## config.mk

```make
export PLATFORM = sky130hd
export DESIGN_NAME = table_rmw_ctrl_flat
export DESIGN_NICKNAME = d
export VERILOG_FILES = /design/src/rtl/table_rmw_ctrl_if.sv /design/src/rtl/table_rmw_ctrl.sv /design/src/flat_wrapper.sv
export SDC_FILE = /design/constraint.sdc
export NUM_CORES = 1
export LEC_CHECK = 0
export BUFFER_PORTS_ARGS = -buffer_cell sky130_fd_sc_hd__buf_2
export CORE_MARGIN = 3
export CORE_UTILIZATION = 45
export DETAILED_ROUTE_END_ITERATION = 8
export MAX_ROUTING_LAYER = met4
export PLACE_DENSITY = 0.75
export SLEW_MARGIN = 20
export SYNTH_ARGS = -nofsm -noshare
export SYNTH_HDL_FRONTEND = slang
export SYNTH_SLANG_ARGS = --single-unit
```

## constraint.sdc

```tcl
create_clock -name clock -period 3.4 [get_ports clock]
set_input_delay 0 -clock clock [delete_from_list [all_inputs] [get_ports clock]]
set_output_delay 0 -clock clock [all_outputs]
set_load 0.01 [all_outputs]
```

## src/rtl/table_rmw_ctrl_if.sv

```systemverilog
// Client and table-macro signals of table_rmw_ctrl, bundled with modports.
// The controller uses the slave view; the master view drives requests and models the table.
interface table_rmw_ctrl_if #(
  parameter int ADDR_W = 8,
  parameter int DATA_W = 12
);
  logic              req_valid;
  logic              req_ready;
  logic [ADDR_W-1:0] req_addr;
  logic              resp_valid;
  logic [DATA_W-1:0] resp_data;
  logic              upd_valid;
  logic              upd_ready;
  logic [ADDR_W-1:0] upd_addr;
  logic              upd_inc;
  logic              init_done;
  logic [ADDR_W-1:0] mem_R0_addr;
  logic              mem_R0_en;
  logic [DATA_W-1:0] mem_R0_data;
  logic [ADDR_W-1:0] mem_W0_addr;
  logic              mem_W0_en;
  logic [DATA_W-1:0] mem_W0_data;

  modport slave (
    input  req_valid, req_addr, upd_valid, upd_addr, upd_inc, mem_R0_data,
    output req_ready, resp_valid, resp_data, upd_ready, init_done,
           mem_R0_addr, mem_R0_en, mem_W0_addr, mem_W0_en, mem_W0_data
  );

  modport master (
    output req_valid, req_addr, upd_valid, upd_addr, upd_inc, mem_R0_data,
    input  req_ready, resp_valid, resp_data, upd_ready, init_done,
           mem_R0_addr, mem_R0_en, mem_W0_addr, mem_W0_en, mem_W0_data
  );
endinterface

```

## src/rtl/table_rmw_ctrl.sv

```systemverilog
// Clear-then-serve controller for a 1R1W table of saturating counters with lookup and RMW update.
// Optional macro TABLE_RMW_STATS_EN adds a saturated-update counter (sat_count) with clear (stats_clr).
module table_rmw_ctrl #(
  parameter int                 ADDR_W   = 8,
  parameter int                 DATA_W   = 12,
  parameter logic [DATA_W-1:0]  INIT_VAL = '0
) (
  input  logic              clock,
  input  logic              reset_n,
  table_rmw_ctrl_if.slave   bus
`ifdef TABLE_RMW_STATS_EN
  ,
  input  logic              stats_clr,
  output logic [15:0]       sat_count
`endif
);

  localparam logic [ADDR_W-1:0] LAST_IDX = '1;
  localparam logic [DATA_W-1:0] MAX_VAL  = '1;

  typedef enum logic {ST_INIT, ST_RUN} state_t;

  state_t            r_state;
  state_t            w_next_state;
  logic [ADDR_W-1:0] r_idx;

  logic              r_s1_valid;
  logic              r_s1_upd;
  logic              r_s1_inc;
  logic [ADDR_W-1:0] r_s1_addr;

  logic              r_fwd_valid;
  logic [ADDR_W-1:0] r_fwd_addr;
  logic [DATA_W-1:0] r_fwd_data;

  logic              w_req_acc;
  logic              w_upd_acc;
  logic              w_upd_wr;
  logic [DATA_W-1:0] w_rd_val;
  logic [DATA_W-1:0] w_new;

  // The macro's read is undefined when it collides with a write, so the last write is replayed.
  assign w_rd_val = (r_fwd_valid && (r_fwd_addr == r_s1_addr)) ? r_fwd_data : bus.mem_R0_data;
  assign w_upd_wr = r_s1_valid && r_s1_upd;
  assign w_new    = r_s1_inc ? ((w_rd_val == MAX_VAL) ? w_rd_val : w_rd_val + 1'b1)
                             : ((w_rd_val == '0)      ? w_rd_val : w_rd_val - 1'b1);

  always_ff @(posedge clock or negedge reset_n) begin
    if (!reset_n) begin
      r_state <= ST_INIT;
      r_idx   <= '0;
    end else begin
      r_state <= w_next_state;
      if (r_state == ST_INIT) r_idx <= r_idx + 1'b1;
    end
  end

  // Outputs are gated by reset_n so the table sees no writes while reset is held.
  always_comb begin
    w_next_state    = r_state;
    w_req_acc       = 1'b0;
    w_upd_acc       = 1'b0;
    bus.req_ready   = 1'b0;
    bus.upd_ready   = 1'b0;
    bus.resp_valid  = 1'b0;
    bus.resp_data   = '0;
    bus.init_done   = 1'b0;
    bus.mem_R0_en   = 1'b0;
    bus.mem_R0_addr = '0;
    bus.mem_W0_en   = 1'b0;
    bus.mem_W0_addr = '0;
    bus.mem_W0_data = '0;
    if ((r_state == ST_INIT) && (r_idx == LAST_IDX)) w_next_state = ST_RUN;
    if (reset_n) begin
      case (r_state)
        ST_INIT: begin
          bus.mem_W0_en   = 1'b1;
          bus.mem_W0_addr = r_idx;
          bus.mem_W0_data = INIT_VAL;
        end
        ST_RUN: begin
          bus.init_done = 1'b1;
          bus.req_ready = 1'b1;
          bus.upd_ready = !bus.req_valid;
          w_req_acc     = bus.req_valid;
          w_upd_acc     = bus.upd_valid && !bus.req_valid;
          if (w_req_acc) begin
            bus.mem_R0_en   = 1'b1;
            bus.mem_R0_addr = bus.req_addr;
          end else if (w_upd_acc) begin
            bus.mem_R0_en   = 1'b1;
            bus.mem_R0_addr = bus.upd_addr;
          end
          if (r_s1_valid && !r_s1_upd) begin
            bus.resp_valid = 1'b1;
            bus.resp_data  = w_rd_val;
          end
          if (w_upd_wr) begin
            bus.mem_W0_en   = 1'b1;
            bus.mem_W0_addr = r_s1_addr;
            bus.mem_W0_data = w_new;
          end
        end
        default: ;
      endcase
    end
  end

  always_ff @(posedge clock or negedge reset_n) begin
    if (!reset_n) begin
      r_s1_valid <= 1'b0;
      r_s1_upd   <= 1'b0;
      r_s1_inc   <= 1'b0;
      r_s1_addr  <= '0;
    end else begin
      r_s1_valid <= w_req_acc || w_upd_acc;
      r_s1_upd   <= w_upd_acc;
      r_s1_inc   <= bus.upd_inc;
      r_s1_addr  <= w_req_acc ? bus.req_addr : bus.upd_addr;
    end
  end

  always_ff @(posedge clock or negedge reset_n) begin
    if (!reset_n) begin
      r_fwd_valid <= 1'b0;
      r_fwd_addr  <= '0;
      r_fwd_data  <= '0;
    end else begin
      r_fwd_valid <= (r_state == ST_RUN) && w_upd_wr;
      if ((r_state == ST_RUN) && w_upd_wr) begin
        r_fwd_addr <= r_s1_addr;
        r_fwd_data <= w_new;
      end
    end
  end

`ifdef TABLE_RMW_STATS_EN
  logic [15:0] r_sat_count;
  logic        w_sat_hit;

  assign w_sat_hit = (r_state == ST_RUN) && w_upd_wr &&
                     (r_s1_inc ? (w_rd_val == MAX_VAL) : (w_rd_val == '0));

  always_ff @(posedge clock or negedge reset_n) begin
    if (!reset_n) begin
      r_sat_count <= '0;
    end else if (stats_clr) begin
      r_sat_count <= '0;
    end else if (w_sat_hit && (r_sat_count != 16'hFFFF)) begin
      r_sat_count <= r_sat_count + 16'd1;
    end
  end

  assign sat_count = r_sat_count;
`endif

endmodule

```

## src/flat_wrapper.sv

```systemverilog
// flat-port wrapper written by rule: the top's interface ports become plain ports
module table_rmw_ctrl_flat 
#(
  parameter int                 ADDR_W   = 8,
  parameter int                 DATA_W   = 12,
  parameter logic [DATA_W-1:0]  INIT_VAL = '0
)
  (clock, reset_n, bus_req_valid, bus_req_addr, bus_upd_valid, bus_upd_addr, bus_upd_inc, bus_mem_R0_data, bus_req_ready, bus_resp_valid, bus_resp_data, bus_upd_ready, bus_init_done, bus_mem_R0_addr, bus_mem_R0_en, bus_mem_W0_addr, bus_mem_W0_en, bus_mem_W0_data);
  table_rmw_ctrl_if #(.ADDR_W(ADDR_W), .DATA_W(DATA_W)) bus_i ();
  input  logic clock;
  input  logic reset_n;
  input wire logic [$bits(bus_i.req_valid)-1:0] bus_req_valid;
  input wire logic [$bits(bus_i.req_addr)-1:0] bus_req_addr;
  input wire logic [$bits(bus_i.upd_valid)-1:0] bus_upd_valid;
  input wire logic [$bits(bus_i.upd_addr)-1:0] bus_upd_addr;
  input wire logic [$bits(bus_i.upd_inc)-1:0] bus_upd_inc;
  input wire logic [$bits(bus_i.mem_R0_data)-1:0] bus_mem_R0_data;
  output wire logic [$bits(bus_i.req_ready)-1:0] bus_req_ready;
  output wire logic [$bits(bus_i.resp_valid)-1:0] bus_resp_valid;
  output wire logic [$bits(bus_i.resp_data)-1:0] bus_resp_data;
  output wire logic [$bits(bus_i.upd_ready)-1:0] bus_upd_ready;
  output wire logic [$bits(bus_i.init_done)-1:0] bus_init_done;
  output wire logic [$bits(bus_i.mem_R0_addr)-1:0] bus_mem_R0_addr;
  output wire logic [$bits(bus_i.mem_R0_en)-1:0] bus_mem_R0_en;
  output wire logic [$bits(bus_i.mem_W0_addr)-1:0] bus_mem_W0_addr;
  output wire logic [$bits(bus_i.mem_W0_en)-1:0] bus_mem_W0_en;
  output wire logic [$bits(bus_i.mem_W0_data)-1:0] bus_mem_W0_data;
  assign bus_i.req_valid = bus_req_valid;
  assign bus_i.req_addr = bus_req_addr;
  assign bus_i.upd_valid = bus_upd_valid;
  assign bus_i.upd_addr = bus_upd_addr;
  assign bus_i.upd_inc = bus_upd_inc;
  assign bus_i.mem_R0_data = bus_mem_R0_data;
  assign bus_req_ready = bus_i.req_ready;
  assign bus_resp_valid = bus_i.resp_valid;
  assign bus_resp_data = bus_i.resp_data;
  assign bus_upd_ready = bus_i.upd_ready;
  assign bus_init_done = bus_i.init_done;
  assign bus_mem_R0_addr = bus_i.mem_R0_addr;
  assign bus_mem_R0_en = bus_i.mem_R0_en;
  assign bus_mem_W0_addr = bus_i.mem_W0_addr;
  assign bus_mem_W0_en = bus_i.mem_W0_en;
  assign bus_mem_W0_data = bus_i.mem_W0_data;
  table_rmw_ctrl #(.ADDR_W(ADDR_W), .DATA_W(DATA_W), .INIT_VAL(INIT_VAL)) u_core (.clock(clock), .reset_n(reset_n), .bus(bus_i));
endmodule
```

* Word level (Yosys, flattened, before mapping) *
Index checks and enable logic that the tools add are counted.

word-level totals
  flip-flop bits (word level) = 41
  input bits = 33
  logic and storage cells = 62

operators by class
  add/subtract/negate cells = 3
  equal/unequal tests = 3
  muxes and demuxes = 36
  bitwise logic cells = 1
  reductions and logical operators = 10

operators with widths
  kind                     number
  $mux W12                 9
  $mux W8                  7
  $pmux W12 S2             1
  $mux W1                  17
  $pmux W8 S2              1
  $add A12 B1 Y12 const B  1
  $eq A12 B12 Y1 const B   1
  $logic_not A12 Y1        1
  $sub A12 B1 Y12 const B  1
  $add A8 B1 Y8 const B    1
  $eq A8 B8 Y1             1
  $eq A8 B8 Y1 const B     1
  $logic_and A1 B1 Y1      6
  $logic_not A1 Y1         2
  $pmux W1 S2              1
  $logic_or A1 B1 Y1       1
  $not A1 Y1               1

* Depth between registers and ports, before layout *
  depth after elaboration = 9
  gate-level depth with buffers = 17

* Worst setup path after synthesis *
No wires, ideal clock.

  kind = register to register
  start point = reg u_core.r_s1_addr[2]
  end point = reg u_core.r_fwd_data[6]
  library setup time = 129 ps
  arrival time = 3573 ps
  required time = 3271 ps
  path slack = -302 ps
  cell stages (with the launch flop) = 18
  buffers on the path = 4
  period minus slack after synthesis = 3702 ps
  path through = dfrtp_1 -> xnor2_1 -> nand3_1 -> nor3_4 -> buf_6 -> buf_4 -> mux2i_1 -> inv_1 -> ha_1 -> clkbuf_1 -> nand2_1 -> nor4_1 -> a41oi_1 -> and2_1 -> clkbuf_1 -> a32oi_1 -> mux2i_1 -> o2bb2ai_1

on the way
  longest elaborated chain between the ends = 6

RTL lines
  element                                        RTL line                                    text
  from (decl)                                    table_rmw_ctrl.sv:30                        logic [ADDR_W-1:0] r_s1_addr;
  from (signal assigned)                         table_rmw_ctrl.sv:119                       r_s1_addr <= w_req_acc ? bus.req_addr : bus.upd_addr;
  $eq A8 B8 Y1 *                                 table_rmw_ctrl.sv:43                        assign w_rd_val = (r_fwd_valid && (r_fwd_addr == r_s1_addr)) ? r_fwd_data : bus.mem_R0_data;
  $logic_and A1 B1 Y1 *                          table_rmw_ctrl.sv:43
  $mux W12 *                                     table_rmw_ctrl.sv:43
  $sub A12 B1 Y12, or another cell as far along  table_rmw_ctrl.sv:46                        : ((w_rd_val == '0) ? w_rd_val : w_rd_val - 1'b1);
  $mux W12 (on tied branches)                    table_rmw_ctrl.sv:46, table_rmw_ctrl.sv:45
  $mux W12 *                                     table_rmw_ctrl.sv:45                        assign w_new = r_s1_inc ? ((w_rd_val == MAX_VAL) ? w_rd_val : w_rd_val + 1'b1)
  to (signal assigned)                           table_rmw_ctrl.sv:132                       r_fwd_data <= w_new;
  to (decl)                                      table_rmw_ctrl.sv:34                        logic [DATA_W-1:0] r_fwd_data;

Every way passes the cells marked *; elsewhere a longest branch is shown, timed or not.
A chain may end at the register's enable or synchronous reset.

* Worst setup path in the final report *
  start point = reg u_core.r_s1_addr[7]
  end point = out bus_mem_W0_data[11]

on the way
  longest elaborated chain between the ends = 9

RTL lines
  element                                        RTL line                                    text
  $eq A8 B8 Y1 *                                 table_rmw_ctrl.sv:43
  $logic_and A1 B1 Y1 *                          table_rmw_ctrl.sv:43
  $mux W12 *                                     table_rmw_ctrl.sv:43
  $sub A12 B1 Y12, or another cell as far along  table_rmw_ctrl.sv:46
  $mux W12 (on tied branches)                    table_rmw_ctrl.sv:46, table_rmw_ctrl.sv:45
  $mux W12 *                                     table_rmw_ctrl.sv:45
  $mux W12 *                                     table_rmw_ctrl.sv:98                        if (w_upd_wr) begin
  $pmux W12 S2 *                                 table_rmw_ctrl.sv:75                        case (r_state)
  $mux W12 *                                     table_rmw_ctrl.sv:74                        if (reset_n) begin
  to (decl)                                      flat_wrapper.sv:27                          output wire logic [$bits(bus_i.mem_W0_data)-1:0] bus_mem_W0_data;

Marks and branches as above.

==> impl_metrics.json <==
{
  "drc": 0,
  "synth_flop_cell": "dfrtp_1",
  "hold_viol_final": 0,
  "vias_per_cell": 5.72,
  "max_cap_violations": 0,
  "synth_area_per_cell_um2": 8.24,
  "power_uw": 1000,
  "place.port_buffers": 78,
  "dr.pass1.iters": 4,
  "yosysSeqAreaShare_pct": 31.1,
  "tritoncts": "yes",
  "antenna_left": 0,
  "synth.distinct_cells": 61,
  "synth_fp_nets": 436,
  "drive_gt1_share_pct": 31.0,
  "coreArea_mm2": 0.00694,
  "slew_headroom_pct": 55.2,
  "grt.total_usage_pct": 24.5,
  "grt_pass1_wl_um": 16400,
  "fmax_ghz": 0.307,
  "totalWireLength_um": 9920,
  "hold_class": "primary input to async pin",
  "dp_hpwl_um": 7190,
  "ios": 79,
  "antenna_found_initial": 0,
  "crit_required_ps": 3400,
  "clk_latency_ps": 290,
  "timing.final.ws_setup_ps": 141,
  "routedWlPerCell_um": 16.6,
  "finalNonFillerCells": 596,
  "maxSlewViolCount": 0,
  "final.period_utilization_pct": 95.8,
  "dpl.cell_count": 559,
  "ir_drop_uv": 164,
  "grt_max_degree": 39,
  "pre_cts_slack_ps": 118,
  "cp-end-kind": "output port",
  "rows": 30,
  "nets": 535,
  "ys_async_sr_fraction_pct": 100,
  "worstSetupStartpointType": "register",
  "dieArea_mm2": 0.00838,
  "die_w_um": 91.6,
  "cts_buffer_depth": 2,
  "clk_pin_slew_ps": 80,
  "power_density_mw_per_mm2": 235,
  "htree_levels": 2,
  "synth_edf_count": 0,
  "finalClockSkew_ps": 6.47,
  "ys_ff_latch": 41,
  "place_congestion": 0.995,
  "dr.first_iter.drc_count": 166,
  "yosysWarnings": 0,
  "vias": 3407,
  "die_h_um": 91.6,
  "utilization_pct": 61.7,
  "root_buffer": "clkbuf_8",
  "cts_buffers": 5,
  "worst_pin_slew_ps": 671,
  "post-route-min-period_ps": 3260,
  "finalSetupTns_ps": 0,
  "status": "finished clean",
  "grt_overflow": 0,
  "cts_sinks": 41,
  "crit_type": "register to output port",
  "start_util_pct": 47.4,
  "grt_pass1_vias": 3419,
  "leakage_uw": 0.00190,
  "syn_area_mm2": 0.00329,
  "area_growth_pct": 30.0,
  "path_max_fanout": 28,
  "rsz0062_at_grt": "true",
  "diodes": 0,
  "setup_viol": 0,
  "worst_ep_arrival_time_ps": 3260,
  "postSynthCellCount": 400
}
[timing repair]
| action | CTS | global route |
|---|---|---|
| hold buffers | 20 | 0 |
| setup endpoints to repair | 7 | 16 |
| pin swaps | 2 | 8 |
| gates resized for setup | 4 | 20 |
| endpoints found under the hold margin | 18 | 0 |
| setup buffers | 3 | 6 |
[routing by layer]
layer  routed length [um]  vias to the layer above  track usage, %
met4                  140                        0            7.29
met3                  620                       12            4.72
li1                     -                     1638               -
met1                 4250                     1630            31.1
met5                    0                        -               -
met2                 4910                      127            39.5
[through the flow]
step | cell area, um2 | hold slack, ps
floorplan | 3360 | -296
global placement | 3810 | -91.3
detailed placement | 3810 | -92.3
CTS | 4150 | 116
global route | 4280 | 147
finish | 4280 | 133
[state kept, by name, summed over array words and instances, names as in the netlist, 8 cells and up]
signal / cells
u_core.r_idx: 8
u_core.r_fwd_addr: 8
u_core.r_fwd_data: 12
u_core.r_s1_addr: 8
[worst max-delay path, stage by stage, from the launching register on]
cell and delay, ps:
dfrtp_1 410, xnor2_2 190, nand3_2 150, nor3_4 330, buf_4 180, buf_8 230, mux2_2 420, or4_1 540
a21oi_1 270, nor3b_1 90, buf_2 140
[placed cells by master (no fill, tap or decap), types with 3 or more instances in the layout]
cell / count
and3_1: 5
dlygate4sd3_1: 20
mux2_2: 17
and2_1: 4
inv_1: 5
nand4_1: 9
nand2_2: 3
buf_2: 78
o21ai_0: 10
nor4_1: 3
a31oi_1: 6
nand2_1: 50
a22o_1: 8
nand3_1: 17
nand2b_1: 9
clkbuf_8: 5
a21oi_1: 10
nor3_1: 10
or3_1: 6
buf_4: 16
o31ai_1: 4
xnor2_1: 15
dfrtp_1: 41
a21boi_0: 8
mux2i_1: 22
nor2_1: 45
nor2b_1: 4
xnor2_2: 5
[final cells by class]
type	count	area [um2]
fill	601	2660
multi-input combinational	329	2300
sequential	41	1030
timing repair buffer	115	726
tap	96	120
clock buffer	6	72.6
inverter	7	26.3
clock inverter	2	15.0
[power by group]
group	internal (uW)	total, uW	leakage [uW]	switching [uW]
Clock	145	326	0.0000374	181
Sequential	496	510	0.000488	13.8
Combinational	78.1	169	0.00137	90.5
[path summary, 6_finish.rpt]
check                                         start                   end  slack [ps]  cells past startpoint
worst max-delay path            u_core.r_s1_addr[7]   bus_mem_W0_data[11]         140                     10
worst min-delay path                        reset_n   u_core.r_s1_addr[0]         130                      2
worst max register to register  u_core.r_s1_addr[7]  u_core.r_fwd_data[7]         340                     12
worst min register to register      u_core.r_idx[2]       u_core.r_idx[2]         470                      1
max in group asynchronous                   reset_n  u_core.r_fwd_addr[6]        2510                      3
min in group clock                    bus_req_valid       u_core.r_s1_upd         210                      3
[logic make-up after synthesis]
logic type | Yosys count | share of synthesized area, %
adder cells (fa/ha/maj) | 3 | 1.14
buffers and inverters | 30 | 3.95
AND/OR/NAND/NOR | 188 | 28.1
XOR/XNOR | 22 | 5.85
multiplexers | 42 | 13.4
AO/OA/AOI/OAI | 74 | 16.4
flip-flops | 41 | 31.1
[Yosys cell counts (3+ instances only)]
library cell  instances  share of area [%]
nand2_1              54                6.2
nor2_1               45                5.1
dfrtp_1              41                 31
mux2i_1              24                7.3
xnor2_1              20                5.3
mux2_2               18                6.2
nand3_1              18                2.7
clkbuf_1             16                1.8
nor3_1               11                1.7
a21oi_1              10                1.5
o21ai_0              10                1.5
nand2b_1              9                1.7
nand4_1               9                1.7
a21boi_0              8                1.8
a22o_1                8                2.1
a31oi_1               6                1.1
inv_1                 6               0.68
nor4_1                6                1.1
or3_1                 6                1.1
and2_1                5               0.95
and3_1                5               0.95
o31ai_1               5                1.1
nor2b_1               4               0.76
ha_1                  3                1.1
or2_2                 3               0.57
Power figures use the tool's default switching activity.
